`src/rtl/xor_chk_pkg.sv`:
```
// Shared types and default sizing for the XOR frame checksum block.
package xor_chk_pkg;

  localparam int unsigned DEF_WIDTH   = 8;
  localparam int unsigned DEF_MAX_LEN = 256;

  typedef enum logic [1:0] {
    ST_IDLE  = 2'd0,
    ST_ACCUM = 2'd1,
    ST_DONE  = 2'd2
  } chk_state_e;

endpackage

```
`src/rtl/xor_reduce.sv`:
```
// Parametrised XOR reduction built as a balanced binary tree.
module xor_reduce #(
  parameter int unsigned WIDTH = 8
) (
  input  logic [WIDTH-1:0] in_bits,
  output logic             red_c
);

  if (WIDTH == 1) begin : g_leaf
    assign red_c = in_bits[0];
  end else begin : g_split
    localparam int unsigned LO_W = WIDTH / 2;
    localparam int unsigned HI_W = WIDTH - LO_W;

    logic lo_c;
    logic hi_c;

    xor_reduce #(.WIDTH(LO_W)) u_lo (
      .in_bits (in_bits[LO_W-1:0]),
      .red_c   (lo_c)
    );

    xor_reduce #(.WIDTH(HI_W)) u_hi (
      .in_bits (in_bits[WIDTH-1:LO_W]),
      .red_c   (hi_c)
    );

    assign red_c = lo_c ^ hi_c;
  end

endmodule

```
`src/rtl/xor_frame_checksum.sv`:
```
// Accumulates the XOR of every beat in a frame, counts beats (saturating) and
// optionally checks the result against an expected checksum.
module xor_frame_checksum
  import xor_chk_pkg::*;
#(
  parameter  int unsigned WIDTH   = DEF_WIDTH,
  parameter  int unsigned MAX_LEN = DEF_MAX_LEN,
  localparam int unsigned CNT_W   = $clog2(MAX_LEN + 1)
) (
  input  logic             clk,
  input  logic             rst_n,
  input  logic             in_valid,
  output logic             in_ready,
  input  logic [WIDTH-1:0] in_data,
  input  logic             in_last,
  input  logic             verify,
  input  logic [WIDTH-1:0] exp_sum,
  output logic             out_valid,
  input  logic             out_ready,
  output logic [WIDTH-1:0] out_sum,
  output logic             out_parity,
  output logic [CNT_W-1:0] out_len,
  output logic             out_err,
  output logic             out_ovf
);

  chk_state_e       state_q, state_d;
  logic [WIDTH-1:0] sum_q, sum_d;
  logic [CNT_W-1:0] len_q, len_d;
  logic             verify_q, verify_d;
  logic             err_q, err_d;
  logic             ovf_q, ovf_d;
  logic             in_ready_q, in_ready_d;
  logic             out_valid_q, out_valid_d;

  logic             beat_c;
  logic             take_c;
  logic [WIDTH-1:0] sum_nxt_c;
  logic             verify_eff_c;

  // First beat of a frame starts a fresh sum and uses the live verify flag.
  always_comb begin
    beat_c       = in_valid && in_ready_q;
    take_c       = out_valid_q && out_ready;
    sum_nxt_c    = (state_q == ST_IDLE) ? in_data : (sum_q ^ in_data);
    verify_eff_c = (state_q == ST_IDLE) ? verify : verify_q;
  end

  always_comb begin
    state_d     = state_q;
    sum_d       = sum_q;
    len_d       = len_q;
    verify_d    = verify_q;
    err_d       = err_q;
    ovf_d       = ovf_q;
    in_ready_d  = in_ready_q;
    out_valid_d = out_valid_q;

    case (state_q)
      ST_IDLE: begin
        if (beat_c) begin
          sum_d    = sum_nxt_c;
          len_d    = CNT_W'(1);
          verify_d = verify;
          err_d    = 1'b0;
          ovf_d    = 1'b0;
          state_d  = ST_ACCUM;
        end
      end
      ST_ACCUM: begin
        if (beat_c) begin
          sum_d = sum_nxt_c;
          if (len_q == CNT_W'(MAX_LEN)) begin
            ovf_d = 1'b1;
          end else begin
            len_d = len_q + CNT_W'(1);
          end
        end
      end
      ST_DONE: begin
        if (take_c) begin
          state_d     = ST_IDLE;
          in_ready_d  = 1'b1;
          out_valid_d = 1'b0;
          err_d       = 1'b0;
          ovf_d       = 1'b0;
        end
      end
      default: begin
        state_d     = ST_IDLE;
        in_ready_d  = 1'b1;
        out_valid_d = 1'b0;
      end
    endcase

    // Last beat closes the frame and resolves the compare on the final sum.
    if (beat_c && in_last) begin
      state_d     = ST_DONE;
      in_ready_d  = 1'b0;
      out_valid_d = 1'b1;
      err_d       = verify_eff_c && (sum_nxt_c != exp_sum);
    end
  end

  always_ff @(posedge clk) begin
    if (!rst_n) begin
      state_q     <= ST_IDLE;
      sum_q       <= '0;
      len_q       <= '0;
      verify_q    <= 1'b0;
      err_q       <= 1'b0;
      ovf_q       <= 1'b0;
      in_ready_q  <= 1'b1;
      out_valid_q <= 1'b0;
    end else begin
      state_q     <= state_d;
      sum_q       <= sum_d;
      len_q       <= len_d;
      verify_q    <= verify_d;
      err_q       <= err_d;
      ovf_q       <= ovf_d;
      in_ready_q  <= in_ready_d;
      out_valid_q <= out_valid_d;
    end
  end

  xor_reduce #(.WIDTH(WIDTH)) u_parity (
    .in_bits (sum_q),
    .red_c   (out_parity)
  );

  assign in_ready  = in_ready_q;
  assign out_valid = out_valid_q;
  assign out_sum   = sum_q;
  assign out_len   = len_q;
  assign out_err   = err_q;
  assign out_ovf   = ovf_q;

endmodule

```
`config.mk`:
```
export PLATFORM = sky130hd
export DESIGN_NAME = xor_frame_checksum
export DESIGN_NICKNAME = d
export VERILOG_FILES = /design/src/rtl/xor_chk_pkg.sv /design/src/rtl/xor_reduce.sv /design/src/rtl/xor_frame_checksum.sv
export SDC_FILE = /design/constraint.sdc
export NUM_CORES = 1
export LEC_CHECK = 0
export ABC_AREA = 0
export CORE_MARGIN = 4
export CORE_UTILIZATION = 44
export CTS_BUF_LIST = sky130_fd_sc_hd__clkbuf_8
export CTS_CLUSTER_DIAMETER = 100
export DETAILED_ROUTE_END_ITERATION = 10
export GPL_ROUTABILITY_DRIVEN = 0
export PLACE_DENSITY = 0.75
export SYNTH_ARGS = -nofsm -noshare
export SYNTH_HDL_FRONTEND = slang
export SYNTH_HIERARCHICAL = 1
export SYNTH_SLANG_ARGS = --single-unit
```
`constraint.sdc`:
```
create_clock -name clk -period 1.3 [get_ports clk]
set_input_delay 0.195 -clock clk [delete_from_list [all_inputs] [get_ports clk]]
set_output_delay 0.195 -clock clk [all_outputs]
set_load 0.01 [all_outputs]
```
==> impl_metrics.csv <==
group,metric,value,unit
global_route,grt_max_degree,18,
routing,final_antenna_net_count,0,
timing,fin_setup_tns,-1.552,ns
clock_tree,cts_buffers,3,
timing,finClkSkew,0.002338,ns
final_layout,layout.nets,289,
final_layout,num_antenna_cells,0,
setup_path,critPathMostFrequentCell,"o21ai_1",
clock_tree,clkTransAtPathRegs,0.09,ns
power_and_ir_drop,power.switching,0.7320,mW
setup_path,critPathArrivalTime,1.73,ns
clock_tree,cts_tree,"yes",
clock_tree,htreeDepth,1,
power_and_ir_drop,intPower,1.545,mW
yosys,synthCells,175,
setup_path,required,1.45,ns
routing,vias,1656,
yosys,yosysSeqAreaShare,0.3251,
yosys,synth.distinct_cells,34,
global_route,grt_pass1_wl,7258,um
floorplanning,pin_count,44,
flow_run,max_cap_viol_count,0,
yosys,netlist_top_cells_area,"dfxtp_1 33%, xnor2_1 10%, xor2_1 7.7%, o21ai_0 5.8%, buf_4 5.1%",
timing,hold_violations,0,
setup_path,crit_chain,"buf_6, o21ai_0, xnor2_1, nand4_1, o21ai_1, o21ai_1",
floorplanning,initial_core_util,0.4724,
outcome,violations,"negative setup slack",
setup_path,start_kind,"register",
clock_tree,cts_sinks,24,
timing,finalWorstSetupSlack,-0.2747,ns
yosys,synth_nets,199,
place,dpl_cell_area,2212,um^2
setup_path,cp_top_family,"compound AO/OA/AOI/OAI gates",
final_layout,synthToLayoutAreaGrowth,82.30,%
setup_path,worstReg2RegStart,"state_q[0]",
place,io_buffers,43,
power_and_ir_drop,switching_share,0.3216,
yosys,synth.avg_cell_area,8.444,um^2
final_layout,layout.area.seq,505.5,um^2
yosys,netlist_area,1478,um^2
power_and_ir_drop,finalPower,2.277,mW
floorplanning,die-area,4349,um^2
timing,rsz0062_at_grt,"true",
final_layout,final_cell_area,2694,um^2
final_layout,drive_gt1_frac,0.4545,
final_layout,multi_input_area,1130,um^2
setup_path,slowest_delay,0.40,ns
setup_path,critical_path_class,"register to register",
setup_path,path_buf_inv,1,
outcome,status,"finished with violations",
setup_path,rr_worst_depth,6,
power_and_ir_drop,power_frac_seq,0.362,
yosys,synth_warnings,6,
hold_path,hold_end,"out_err",
final_layout,fillers,157,
timing,min_period_over_period,1.211,
global_route,antenna_found_initial,0,
setup_path,r2r_end,"out_err",
setup_path,path_max_fanout,7,
power_and_ir_drop,pwr-share-clk,0.224,
routing,drtIter0Drc,66,
routing,wl_per_cell,19.67,um
floorplanning,die_x,65.95,um
place,hpwlAfterDp,3169,um
hold_path,hold_path.class,"register to register",
timing,finalSetupViolations,19,
global_route,grt_pass1_vias,1577,
timing,drv_slew,0,
routing,viasPerCell,5.377,
setup_path,worst_setup_path_end_kind,"register",
timing,fin_crit,1.575,ns
floorplanning,num_rows,20,
clock_tree,cts-root-buf,"clkbuf_8",
timing,slew_headroom,0.7842,
routing,drcViolationCount,0,
power_and_ir_drop,combPwrFrac,0.413,
setup_path,regToRegSetupSlack,-0.27,ns
power_and_ir_drop,ir_drop,0.0007116,V
power_and_ir_drop,p_leak,1.141,nW
global_route,gr-total-overflow,0,
timing,tightest_slew,0.3236,ns
yosys,synth_top_area_frac,0.3251,
floorplanning,coreArea,3128,um^2
clock_tree,clk_path_buf_depth,2,
routing,drtPass1Iterations,4,
setup_path,slowest_stage,"dfxtp_4",
clock_tree,clk_latency,0.26,ns
hold_path,worstHoldStart,"out_err",
floorplanning,die_h,65.95,um
setup_path,worstSetupStartpoint,"state_q[0]",
yosys,synth_seq_cells,24,
routing,routed_wirelength,6059,um
yosys,synth_top_cell_by_area,"dfxtp_1",
global_route,grtUsageTotal,0.2091,
power_and_ir_drop,cellPowerDensity,845.1,nW/um^2
hold_path,holdPathStages,2,
timing,fmax,635.0,MHz
power groups by stage:
stage | clock network [mW] | registers, mW | logic (mW)
5_1_grt | 0.552 | 0.827 | 0.996
3_5_place_dp | 0 | 0.834 | 0.699
6_report | 0.511 | 0.825 | 0.941
3_3_place_gp | 0 | 0.831 | 0.678
4_1_cts | 0.515 | 0.821 | 0.686
2_1_floorplan | 0 | 0.856 | 0.343
cell type report:
cell class / instances / share of cell area
Multi-Input combinational cell: 134 / 0.4194
Timing Repair Buffer: 100 / 0.3484
Sequential cell: 24 / 0.1876
Clock buffer: 4 / 0.02044
Tap cell: 44 / 0.02044
Inverter: 2 / 0.003716
flip-flops by register name, indices dropped and copies added (netlist names):
signal and count:
out_valid 1, out_sum 8, in_ready 1, out_err 1
verify_q 1, out_len 9, state_q 2, out_ovf 1
logic make-up (layout without fill, tap and decap cells):
group                    Yosys count  in the layout  share of synthesized area
AO/OA/AOI/OAI                     47             47                     0.1939
XOR/XNOR                          30             30                     0.1778
adder cells (fa/ha/maj)            2              2                    0.01693
buffers and inverters             17            106                    0.07113
flip-flops                        24             24                     0.3251
multiplexers                       1              1                   0.006774
AND/OR/NAND/NOR                   54             54                     0.2083
worst min-delay path: stages, from the launching register on:
cell     delay (ns)
dfxtp_1        0.32
nand3_1        0.07
o21ai_1        0.05
worst max path at each step:
stage	end	slack [ns]	depth (start not counted)
2_1_floorplan	out_len[2]	-0.02	7
3_3_place_gp	out_parity	-0.28	4
3_5_place_dp	out_len[6]	-0.35	6
4_1_cts	out_parity	-0.18	4
5_1_grt	out_err	-0.34	6
6_report	out_err	-0.27	6
per-stage QoR:
step / hold WS (ns) / std cells / utilization / worst slack (ns)
2_1_floorplan: 0.3400 / 175 / - / -0.02281
3_3_place_gp: 0.4594 / 286 / 0.7072 / -0.2772
3_5_place_dp: 0.4655 / 286 / 0.7072 / -0.3489
4_1_cts: 0.4749 / 293 / 0.7424 / -0.1769
5_1_grt: 0.4989 / 308 / 0.8612 / -0.3412
6_report: 0.4750 / 308 / 0.8612 / -0.2747
cells in the mapped netlist, drive strengths merged:
| master | count |
|---|---|
| a21boi | 3 |
| a21oi | 2 |
| a22oi | 8 |
| a31oi | 3 |
| and2b | 1 |
| and3 | 2 |
| and3b | 1 |
| and4 | 1 |
| and4bb | 1 |
| buf | 13 |
| clkbuf | 2 |
| dfxtp | 24 |
| ha | 2 |
| inv | 2 |
| mux2i | 1 |
| nand2 | 12 |
| nand2b | 1 |
| nand3 | 6 |
| nand3b | 1 |
| nand4 | 5 |
| nor2 | 10 |
| nor2b | 10 |
| nor3b | 2 |
| nor4 | 1 |
| o211a | 2 |
| o21ai | 29 |
| xnor2 | 17 |
| xor2 | 13 |
routing by layer:
layer / GRT usage / share of wire / routed length [um]
met1: 0.2531 / 0.39 / 2384
met2: 0.3942 / 0.53 / 3200
met3: 0.02891 / 0.040 / 244
met4: 0.03299 / 0.038 / 229
met5: 0 / 0 / 0
layout by cell type (no fill, tap or decap), types with 7 or more instances in the layout:
cell type        count
a22oi_1              7
buf_4               41
buf_6               12
clkdlybuf4s50_1     20
dfxtp_1             12
dfxtp_2              8
dlygate4sd2_1       20
nand2_1              9
nor2_1               8
nor2b_1             10
o21ai_1             13
o21ai_2              9
xnor2_1             13
xor2_1              11
timing repair:
item | CTS | global route
gates cloned | 0 | 2
gates resized for setup | 48 | 56
endpoints found under the setup margin | 40 | 18
setup buffers | 3 | 14
pin swaps | 15 | 26
hold endpoints to repair | 0 | 0
hold buffers | 0 | 0
Note: power is estimated with default switching activity, not from simulation.
